--- src/rtl/serdesphy_pkg.sv ---
// ============================================================================
// Module      : serdesphy_pkg
// Description : Shared TX driver control definitions: 3-bit state encoding
//               (also used by CSR status readback) and width helpers.
// Revision    : 1.0 - initial release
// ============================================================================
`default_nettype none

package serdesphy_pkg;

    localparam int c_STATE_W = 3;

    typedef enum logic [c_STATE_W-1:0] {
        c_ST_OFF       = 3'd0,
        c_ST_WAIT_LOCK = 3'd1,
        c_ST_SETTLE    = 3'd2,
        c_ST_IDLE_PAT  = 3'd3,
        c_ST_ACTIVE    = 3'd4,
        c_ST_LPBK      = 3'd5,
        c_ST_SHUTDN    = 3'd6,
        c_ST_FAULT     = 3'd7
    } txctl_state_e;

    function automatic int max_int(input int a, input int b);
        return (a > b) ? a : b;
    endfunction

    // A counter must hold PARAM-1 for the largest dwell; never narrower than 1 bit.
    function automatic int cnt_width(input int max_val);
        return (max_val <= 2) ? 1 : $clog2(max_val);
    endfunction

endpackage

`default_nettype wire

--- src/rtl/serdesphy_dwell_counter.sv ---
// ============================================================================
// Module      : serdesphy_dwell_counter
// Description : Saturating dwell counter with synchronous clear and a
//               terminal-value compare flag.
// Revision    : 1.0 - initial release
// ============================================================================
`default_nettype none

module serdesphy_dwell_counter #(
    parameter int CNT_W = 6
) (
    input  logic             clk,
    input  logic             rst,
    input  logic             i_clear,
    input  logic             i_enable,
    input  logic [CNT_W-1:0] i_terminal,
    output logic             o_at_end
);

    logic [CNT_W-1:0] r_count_q;
    logic [CNT_W-1:0] w_count_d;
    logic             w_sat;

    always_comb begin
        w_sat     = &r_count_q;
        w_count_d = r_count_q;
        if (i_clear) begin
            w_count_d = '0;
        end else if (i_enable && !w_sat) begin
            w_count_d = r_count_q + 1'b1;
        end
    end

    always_ff @(posedge clk) begin
        if (rst) begin
            r_count_q <= '0;
        end else begin
            r_count_q <= w_count_d;
        end
    end

    assign o_at_end = (r_count_q == i_terminal);

endmodule

`default_nettype wire

--- src/rtl/serdesphy_ana_tx_driver_ctrl.sv ---
// ============================================================================
// Module      : serdesphy_ana_tx_driver_ctrl
// Description : Power / isolation / mode sequencer for the TX CML driver.
//               Optional lock-timeout fault: SERDESPHY_TXCTL_LOCK_TIMEOUT_EN
// Revision    : 1.0 - initial release
// ============================================================================
`default_nettype none

module serdesphy_ana_tx_driver_ctrl
    import serdesphy_pkg::*;
#(
    parameter int SETTLE_CYCLES = 64,
    parameter int IDLE_CYCLES   = 16,
    parameter int GUARD_CYCLES  = 8,
    parameter int LOCK_TIMEOUT  = 4096
) (
    input  logic       clk,
    input  logic       rst,
    input  logic       tx_en_req,
    input  logic       lpbk_req,
    input  logic       pll_lock,
    output logic       drv_enable,
    output logic       drv_iso_en,
    output logic       drv_lpbk_en,
    output logic       data_gate,
    output logic       tx_ready,
    output logic [2:0] state,
    output logic       lock_fault
);

`ifdef SERDESPHY_TXCTL_LOCK_TIMEOUT_EN
    localparam int c_CNT_MAX = max_int(max_int(SETTLE_CYCLES, IDLE_CYCLES),
                                       max_int(GUARD_CYCLES, LOCK_TIMEOUT));
`else
    localparam int c_CNT_MAX = max_int(max_int(SETTLE_CYCLES, IDLE_CYCLES),
                                       GUARD_CYCLES);
`endif
    localparam int c_CNT_W = cnt_width(c_CNT_MAX);

    localparam logic [c_CNT_W-1:0] c_SETTLE_TERM = c_CNT_W'(SETTLE_CYCLES - 1);
    localparam logic [c_CNT_W-1:0] c_IDLE_TERM   = c_CNT_W'(IDLE_CYCLES - 1);
    localparam logic [c_CNT_W-1:0] c_GUARD_TERM  = c_CNT_W'(GUARD_CYCLES - 1);
`ifdef SERDESPHY_TXCTL_LOCK_TIMEOUT_EN
    localparam logic [c_CNT_W-1:0] c_LOCK_TERM   = c_CNT_W'(LOCK_TIMEOUT - 1);
`endif

    txctl_state_e         r_state_q;
    txctl_state_e         w_state_d;
    logic                 w_state_chg;
    logic                 w_at_end;
    logic [c_CNT_W-1:0]   w_terminal;

    // Terminal value for the dwell of the current state.
    always_comb begin
        w_terminal = '0;
        case (r_state_q)
            c_ST_SETTLE:    w_terminal = c_SETTLE_TERM;
            c_ST_IDLE_PAT:  w_terminal = c_IDLE_TERM;
            c_ST_SHUTDN:    w_terminal = c_GUARD_TERM;
`ifdef SERDESPHY_TXCTL_LOCK_TIMEOUT_EN
            c_ST_WAIT_LOCK: w_terminal = c_LOCK_TERM;
`endif
            default:        w_terminal = '0;
        endcase
    end

    assign w_state_chg = (w_state_d != r_state_q);

    serdesphy_dwell_counter #(
        .CNT_W      (c_CNT_W)
    ) u_dwell (
        .clk        (clk),
        .rst        (rst),
        .i_clear    (w_state_chg),
        .i_enable   (1'b1),
        .i_terminal (w_terminal),
        .o_at_end   (w_at_end)
    );

    // Request drop beats lock loss, which beats normal progression.
    always_comb begin
        w_state_d = r_state_q;
        case (r_state_q)
            c_ST_OFF: begin
                if (tx_en_req) w_state_d = c_ST_WAIT_LOCK;
            end
            c_ST_WAIT_LOCK: begin
                if (!tx_en_req)    w_state_d = c_ST_OFF;
                else if (pll_lock) w_state_d = c_ST_SETTLE;
`ifdef SERDESPHY_TXCTL_LOCK_TIMEOUT_EN
                else if (w_at_end) w_state_d = c_ST_FAULT;
`endif
            end
            c_ST_SETTLE: begin
                if (!tx_en_req)     w_state_d = c_ST_SHUTDN;
                else if (!pll_lock) w_state_d = c_ST_WAIT_LOCK;
                else if (w_at_end)  w_state_d = c_ST_IDLE_PAT;
            end
            c_ST_IDLE_PAT: begin
                if (!tx_en_req)     w_state_d = c_ST_SHUTDN;
                else if (!pll_lock) w_state_d = c_ST_WAIT_LOCK;
                else if (w_at_end)  w_state_d = lpbk_req ? c_ST_LPBK : c_ST_ACTIVE;
            end
            c_ST_ACTIVE: begin
                if (!tx_en_req)     w_state_d = c_ST_SHUTDN;
                else if (!pll_lock) w_state_d = c_ST_WAIT_LOCK;
                else if (lpbk_req)  w_state_d = c_ST_LPBK;
            end
            c_ST_LPBK: begin
                if (!tx_en_req)     w_state_d = c_ST_SHUTDN;
                else if (!pll_lock) w_state_d = c_ST_WAIT_LOCK;
                else if (!lpbk_req) w_state_d = c_ST_IDLE_PAT;
            end
            c_ST_SHUTDN: begin
                if (w_at_end) w_state_d = c_ST_OFF;
            end
            c_ST_FAULT: begin
                if (!tx_en_req) w_state_d = c_ST_OFF;
            end
            default: w_state_d = c_ST_OFF;
        endcase
    end

    always_ff @(posedge clk) begin
        if (rst) begin
            r_state_q <= c_ST_OFF;
        end else begin
            r_state_q <= w_state_d;
        end
    end

    always_comb begin
        drv_enable  = 1'b0;
        drv_iso_en  = 1'b1;
        drv_lpbk_en = 1'b0;
        data_gate   = 1'b1;
        tx_ready    = 1'b0;
        case (r_state_q)
            c_ST_SETTLE: begin
                drv_enable = 1'b1;
            end
            c_ST_IDLE_PAT: begin
                drv_enable = 1'b1;
                drv_iso_en = 1'b0;
            end
            c_ST_ACTIVE: begin
                drv_enable = 1'b1;
                drv_iso_en = 1'b0;
                data_gate  = 1'b0;
                tx_ready   = 1'b1;
            end
            c_ST_LPBK: begin
                drv_enable  = 1'b1;
                drv_iso_en  = 1'b0;
                drv_lpbk_en = 1'b1;
            end
            c_ST_SHUTDN: begin
                drv_enable = 1'b1;
            end
            default: begin
                drv_enable = 1'b0;
            end
        endcase
    end

    assign state = r_state_q;

`ifdef SERDESPHY_TXCTL_LOCK_TIMEOUT_EN
    assign lock_fault = (r_state_q == c_ST_FAULT);
`else
    assign lock_fault = 1'b0;
`endif

endmodule

`default_nettype wire

--- config.mk ---
export PLATFORM = sky130hd
export DESIGN_NAME = serdesphy_ana_tx_driver_ctrl
export DESIGN_NICKNAME = d
export VERILOG_FILES = /design/src/rtl/serdesphy_pkg.sv /design/src/rtl/serdesphy_dwell_counter.sv /design/src/rtl/serdesphy_ana_tx_driver_ctrl.sv
export SDC_FILE = /design/constraint.sdc
export NUM_CORES = 1
export LEC_CHECK = 0
export CORE_MARGIN = 5
export CORE_UTILIZATION = 56
export DETAILED_ROUTE_END_ITERATION = 8
export GPL_TIMING_DRIVEN = 0
export PLACE_DENSITY = 0.94
export SLEW_MARGIN = 20
export SYNTH_ARGS = -nofsm -noshare
export SYNTH_HDL_FRONTEND = slang
export SYNTH_SLANG_ARGS = --single-unit
--- constraint.sdc ---
create_clock -name clk -period 3.7 [get_ports clk]
set_clock_uncertainty 0.1 [all_clocks]
set_input_delay 0.37 -clock clk [delete_from_list [all_inputs] [get_ports clk]]
set_output_delay 0.37 -clock clk [all_outputs]
set_load 0.01 [all_outputs]
Word level (Yosys, flattened, before mapping):

Index checks and enable logic that the tools add are counted.

* divide/modulo/power cells: 0
* $mul: 0
* $add $sub $neg: 1
* shift-type cells: 0
* bitwise operators: 0
* $lt $le $gt $ge: 0
* equality and inequality tests: 9
* multiplexer cells: 25
* reduce and logical (&&, ||, !) cells: 5

Operators by type and width (number)
* $mux 3: 17
* $pmux 3 s8: 1
* $pmux 6 s3: 1
* $eq 3x3->1 const B: 4
* $add 6x1->6 const B: 1
* $eq 3x2->1 const B: 2
* $eq 6x6->1: 1
* $mux 1: 6
* $reduce_and 6->1: 1
* $reduce_or 5->1: 1
* $eq 3x1->1 const B: 1
* $logic_not 3->1: 1
* $ne 3x3->1: 1
* $reduce_or 3->1: 1
* $reduce_or 2->1: 1

* memory bits (writable): 0
* ROM bits: 0
* latch bits: 0
* memories kept: 0
* register bits after elaboration: 9

Logic depth before layout (Yosys ltp):

* word-level depth: 9
* gate-level depth with buffers: 7
* mapped depth without buffers: 5

Cells and area by module:

Synthesis repeated with hierarchy kept, for this count alone.

* cells, all modules: 97
* area total of the unflattened synthesis: 748.2 µm²

Modules (own cells, without submodules)
* serdesphy_dwell_counter: area an instance 390.4 µm², cells an instance 42, times used 1
* serdesphy_ana_tx_driver_ctrl: area an instance 357.8 µm², cells an instance 55, times used 1

Worst setup path before layout:

No wires, ideal clock.

* kind: reg-to-reg
* start: reg r_state_q[1] (netlist: state[1])
* end: reg u_dwell.r_count_q[4]
* path buffers: 1
* stages on the path, launching flop included: 7
* arrival time: 1.790 ns
* setup slack: 1.710 ns
* library setup time: 0.100 ns
* period minus slack after synthesis: 1.990 ns
* required time: 3.500 ns
* path through: dfxtp_1 buf_4 a21boi_1 mux2i_2 o21ai_0 a311o_1 a2111oi_4

* longest elaborated chain between the ends: 9
* elaborated cells on any way between the ends: 30
* those cells by class: 9 x eq/ne; 19 x mux; 2 x reduce/logical

RTL lines
* start: declaration: line serdesphy_ana_tx_driver_ctrl.sv:47 `txctl_state_e r_state_q;`
* start signal: assignment: line serdesphy_ana_tx_driver_ctrl.sv:126 `r_state_q <= c_ST_OFF;`
* start signal: assignment: line serdesphy_ana_tx_driver_ctrl.sv:128 `r_state_q <= w_state_d;`
* $eq 3x3->1 or $eq 3x2->1 (tied branches): line serdesphy_ana_tx_driver_ctrl.sv:56, serdesphy_ana_tx_driver_ctrl.sv:83
* $pmux 6 s3: line serdesphy_ana_tx_driver_ctrl.sv:56 `case (r_state_q)`
* $eq 6x6->1: line serdesphy_dwell_counter.sv:42 `assign o_at_end = (r_count_q == i_terminal);`
* $mux 3, on equally long branches: line serdesphy_ana_tx_driver_ctrl.sv:102, serdesphy_ana_tx_driver_ctrl.sv:97
* $mux 3, on equally long branches: line serdesphy_ana_tx_driver_ctrl.sv:101, serdesphy_ana_tx_driver_ctrl.sv:96
* $mux 3, on equally long branches: line serdesphy_ana_tx_driver_ctrl.sv:100, serdesphy_ana_tx_driver_ctrl.sv:95
* $pmux 3 s8: line serdesphy_ana_tx_driver_ctrl.sv:83 `case (r_state_q)`
* $ne 3x3->1 *: line serdesphy_ana_tx_driver_ctrl.sv:67 `assign w_state_chg = (w_state_d != r_state_q);`
* $reduce_or 2->1 (no source line) *
* end signal: assignment: line serdesphy_dwell_counter.sv:38 `r_count_q <= w_count_d;`
* end: declaration: line serdesphy_dwell_counter.sv:20 `logic [CNT_W-1:0] r_count_q;`

Mark *: on every way between the ends. The rest lies on a longest branch, timed or not.
A chain may end at the register's enable or synchronous reset.

Worst setup path after layout:

* start: reg r_state_q[2] (netlist: state[2])
* end: out drv_lpbk_en

* longest elaborated chain between the ends: 2

RTL lines
* $eq 3x3->1: line serdesphy_ana_tx_driver_ctrl.sv:138 `case (r_state_q)`
* $mux 1: line serdesphy_ana_tx_driver_ctrl.sv:138
* end: declaration: line serdesphy_ana_tx_driver_ctrl.sv:24 `output logic drv_lpbk_en,`

No other way between the ends.

==> summary.txt <==
Routing
  – Detailed Route Iter0 Violations: 46
  – WL/cell: 15.4 um
  – DRC viols: 0
  – Final antenna-violating net count: 0
  – Number of vias in the routed layout: 946
  – Vias/cell: 6.39
  – Router iterations before antenna repair: 4
  – Final WL: 2280 um

Floorplanning
  – Core Region: 1510 um2
  – Std-Cell Rows: 14
  – Floorplan die height: 49.9 um
  – Initial core utilization: 0.591
  – Area enclosed by the die boundary: 2490 um2
  – Count of boundary I/O pins: 14
  – Chip Width: 49.9 um

Hold path
  – Min-delay src: pll_lock
  – Count of cells along the worst hold path: 3
  – Min-Delay Endpoint: state[1]
  – Type of the worst min-delay path: in -> reg

Pwr
  – Internal power component: 0.000170 W
  – Comb pwr share: 0.260
  – Switching Fraction: 0.311
  – Power density relative to cell area: 236 nW/um2
  – VDD IR max: 0.215 mV
  – Reported leakage power: 0.407 nW
  – Clock power frac: 0.321
  – Net switching power: 0.0000767 W
  – Seq pwr share: 0.419
  – Overall power consumption: 0.000247 W

Run status
  – Run status: finished, final reports clean

GRT
  – Number of global-route vias before repair: 864
  – Sum of overflow across all layers after global routing: 0
  – Wire length of the first global-routing pass: 3680 um
  – Number of antenna violations at the first check in global routing: 0
  – Pin count of the biggest net entering global routing: 11
  – Total global-route track usage: 0.188

STA
  – Sum Neg Setup Slack: 0 ps
  – Period utilization: 0.678
  – Final count of pins violating max slew: 0
  – RSZ-0062 raised after global routing: no
  – Minimum period implied by the final worst setup slack: 2510 ps
  – Achievable Freq: 0.398 GHz
  – Final setup violation count: 0
  – Number of hold violations in the final report: 0

Clock network
  – Number of buffers inserted by post-CTS setup repair: 0
  – Register clock-pin slew on the reported worst setup and hold paths: 60 ps
  – Cell at the root of the clock tree: sky130_fd_sc_hd__clkbuf_4
  – Number of clock buffers inserted by TritonCTS: 3
  – CTS tree: done
  – Hold Buf Count CTS: 0
  – Post-cts gate resize count: 0
  – Clock insertion delay at the later pin of the skew report: 270 ps
  – Level count of the clock H-tree: 1
  – Number of sinks handled by clock tree synthesis: 9
  – Maximum clock path buffer count: 2

Final layout
  – Fin nets: 139
  – Synthesis-to-layout area growth: 17.6%
  – Area of combinational cells with multiple inputs: 616 um2
  – Layout fillers: 138
  – Antenna cells: 0
  – Share of final-layout standard cells stronger than drive strength 1: 0.129
  – Register area: 180 um2

Critical path
  – Type of element launching the critical path: flop
  – Slowest-stage cell, CP: sky130_fd_sc_hd__clkdlybuf4s50_1
  – Arrival time of data at the critical path endpoint: 2040 ps
  – Number of cells traversed by the worst register-to-register path: 6
  – Critical path data required time: 3230 ps
  – Nature of the critical path endpoint: output pin
  – Crit Reg-Reg Endpoint: u_dwell.r_count_q[4]
  – CP Class: reg -> out
  – Largest stage delay, worst path: 520 ps
  – Reg-to-reg startpoint: state[1]
  – Worst-case register-to-register setup slack: 1600 ps
  – Crit-path max FO: 10
  – Crit path cell chain: buf_2, clkbuf_1, nor2b_1, nand2_1, inv_1, clkdlybuf4s50_1

Synthesis
  – Yosys top cell area share: 0.203
  – Instance count of the mapped netlist: 117
  – Fraction of registers with async set or reset after synthesis: 0
  – Warning count from the yosys run: 0
  – Most frequently used cell type in the post-synthesis netlist: sky130_fd_sc_hd__nand2_1
  – Cell area after synthesis: 890 um2
  – Yosys reg bits: 9
  – Synth area leaders: sky130_fd_sc_hd__dfxtp_1 20%, sky130_fd_sc_hd__nand2_1 5.9%, sky130_fd_sc_hd__a21oi_1 4.5%
  – Syn nets: 123
  – Count of different cell masters after synthesis: 47
  – Number of synthesized flops with an enable pin: 0
  – Avg Synthesized Cell Area: 7.60 um2
  – Cell type contributing the most total cell area after synthesis: sky130_fd_sc_hd__dfxtp_1
  – Top post-synthesis cells by count: 14 x sky130_fd_sc_hd__nand2_1, 9 x sky130_fd_sc_hd__dfxtp_1, 8 x sky130_fd_sc_hd__a21oi_1
  – Dominant synthesized flop cell: sky130_fd_sc_hd__dfxtp_1
  – Sequential-to-total area share from yosys stat: 0.203

Placed design
  – Port Buf Inserts: 11
  – Sum of net half-perimeters after detailed placement: 1660 um
  – Global placement routability congestion: 0.946

Job
  – Number of max-cap violations: 0
sequential cells by signal, indices dropped and copies added, names as in the netlist:
signal             count
u_dwell.r_count_q      6
state                  3
cells in the final DEF (no fill, tap or decap), drive strengths merged, types with 2 or more instances in the layout:
cell type	netlist	layout
a211oi	2	2
o211ai	3	3
clkdlybuf4s50	0	11
inv	7	7
nand3	4	4
nor3	6	6
nand2b	3	3
clkbuf	3	7
a31oi	3	3
nand2	14	14
mux2i	5	5
o21ai	5	5
a221oi	2	2
nor2b	3	3
dfxtp	9	9
buf	8	8
o311ai	2	2
nor2	3	3
or4	3	3
a21oi	8	8
xnor2	3	3
nand4b	2	2
worst max path at each step:
stage / slack [ps] / endpoint / cells past startpoint / from
floorplan: 1710 / u_dwell.r_count_q[4] / 6 / state[1]
global placement: 1250 / u_dwell.r_count_q[4] / 7 / tx_en_req
detailed placement: 1210 / u_dwell.r_count_q[4] / 7 / tx_en_req
CTS: 1170 / tx_ready / 6 / state[2]
global route: 1030 / tx_ready / 6 / state[2]
finish: 1190 / drv_lpbk_en / 6 / state[2]
per-stage QoR:
stage	hold WS [ps]	utilization	worst slack [ps]	cell area [um2]	std cells
2_1_floorplan	339	-	1710	890	117
3_3_place_gp	456	0.677	1250	1020	144
3_5_place_dp	480	0.677	1210	1020	144
4_1_cts	387	0.694	1170	1050	148
5_1_grt	406	0.694	1030	1050	148
6_report	393	0.694	1190	1050	148
logic make-up after synthesis:
group,count (synthesis),synth area share
simple gates,46,0.284
compound gates,34,0.295
buf+inv,18,0.105
flops,9,0.203
mux,5,0.0647
xor+xnor,3,0.0295
fa+ha+maj,1,0.0141
other cells,1,0.00422
metal layers:
metal | vias to the layer above | GRT usage | share of wire
met1 | 437 | 0.205 | 0.40
met2 | 41 | 0.324 | 0.50
li1 | 465 | - | -
met3 | 3 | 0.0331 | 0.095
met5 | - | 0 | 0
met4 | 0 | 0.122 | 0.011
final cells by class:
type | instances | area share
Timing Repair Buffer | 11 | 0.105
Multi-Input combinational cell | 90 | 0.589
Inverter | 7 | 0.0251
Buffer | 11 | 0.0646
Sequential cell | 9 | 0.172
Clock buffer | 4 | 0.0251
Tap cell | 16 | 0.0191
worst max-delay path: cells and delay by family (launching register included):
family	cells	cell delay (ps)
flip-flops	1	320
AND/OR/NAND/NOR	2	350
buffers and inverters	4	1110
power by group through the flow:
stage / logic, W / registers, W / clock network (W)
final: 0.0000641 / 0.000103 / 0.0000791
after global routing: 0.0000689 / 0.000104 / 0.0000852
after CTS: 0.0000637 / 0.000103 / 0.0000803
after detailed placement: 0.0000633 / 0.000105 / 0
after global placement: 0.0000615 / 0.000105 / 0
after floorplan: 0.0000435 / 0.000105 / 0
(Power assumes the default switching activity.)
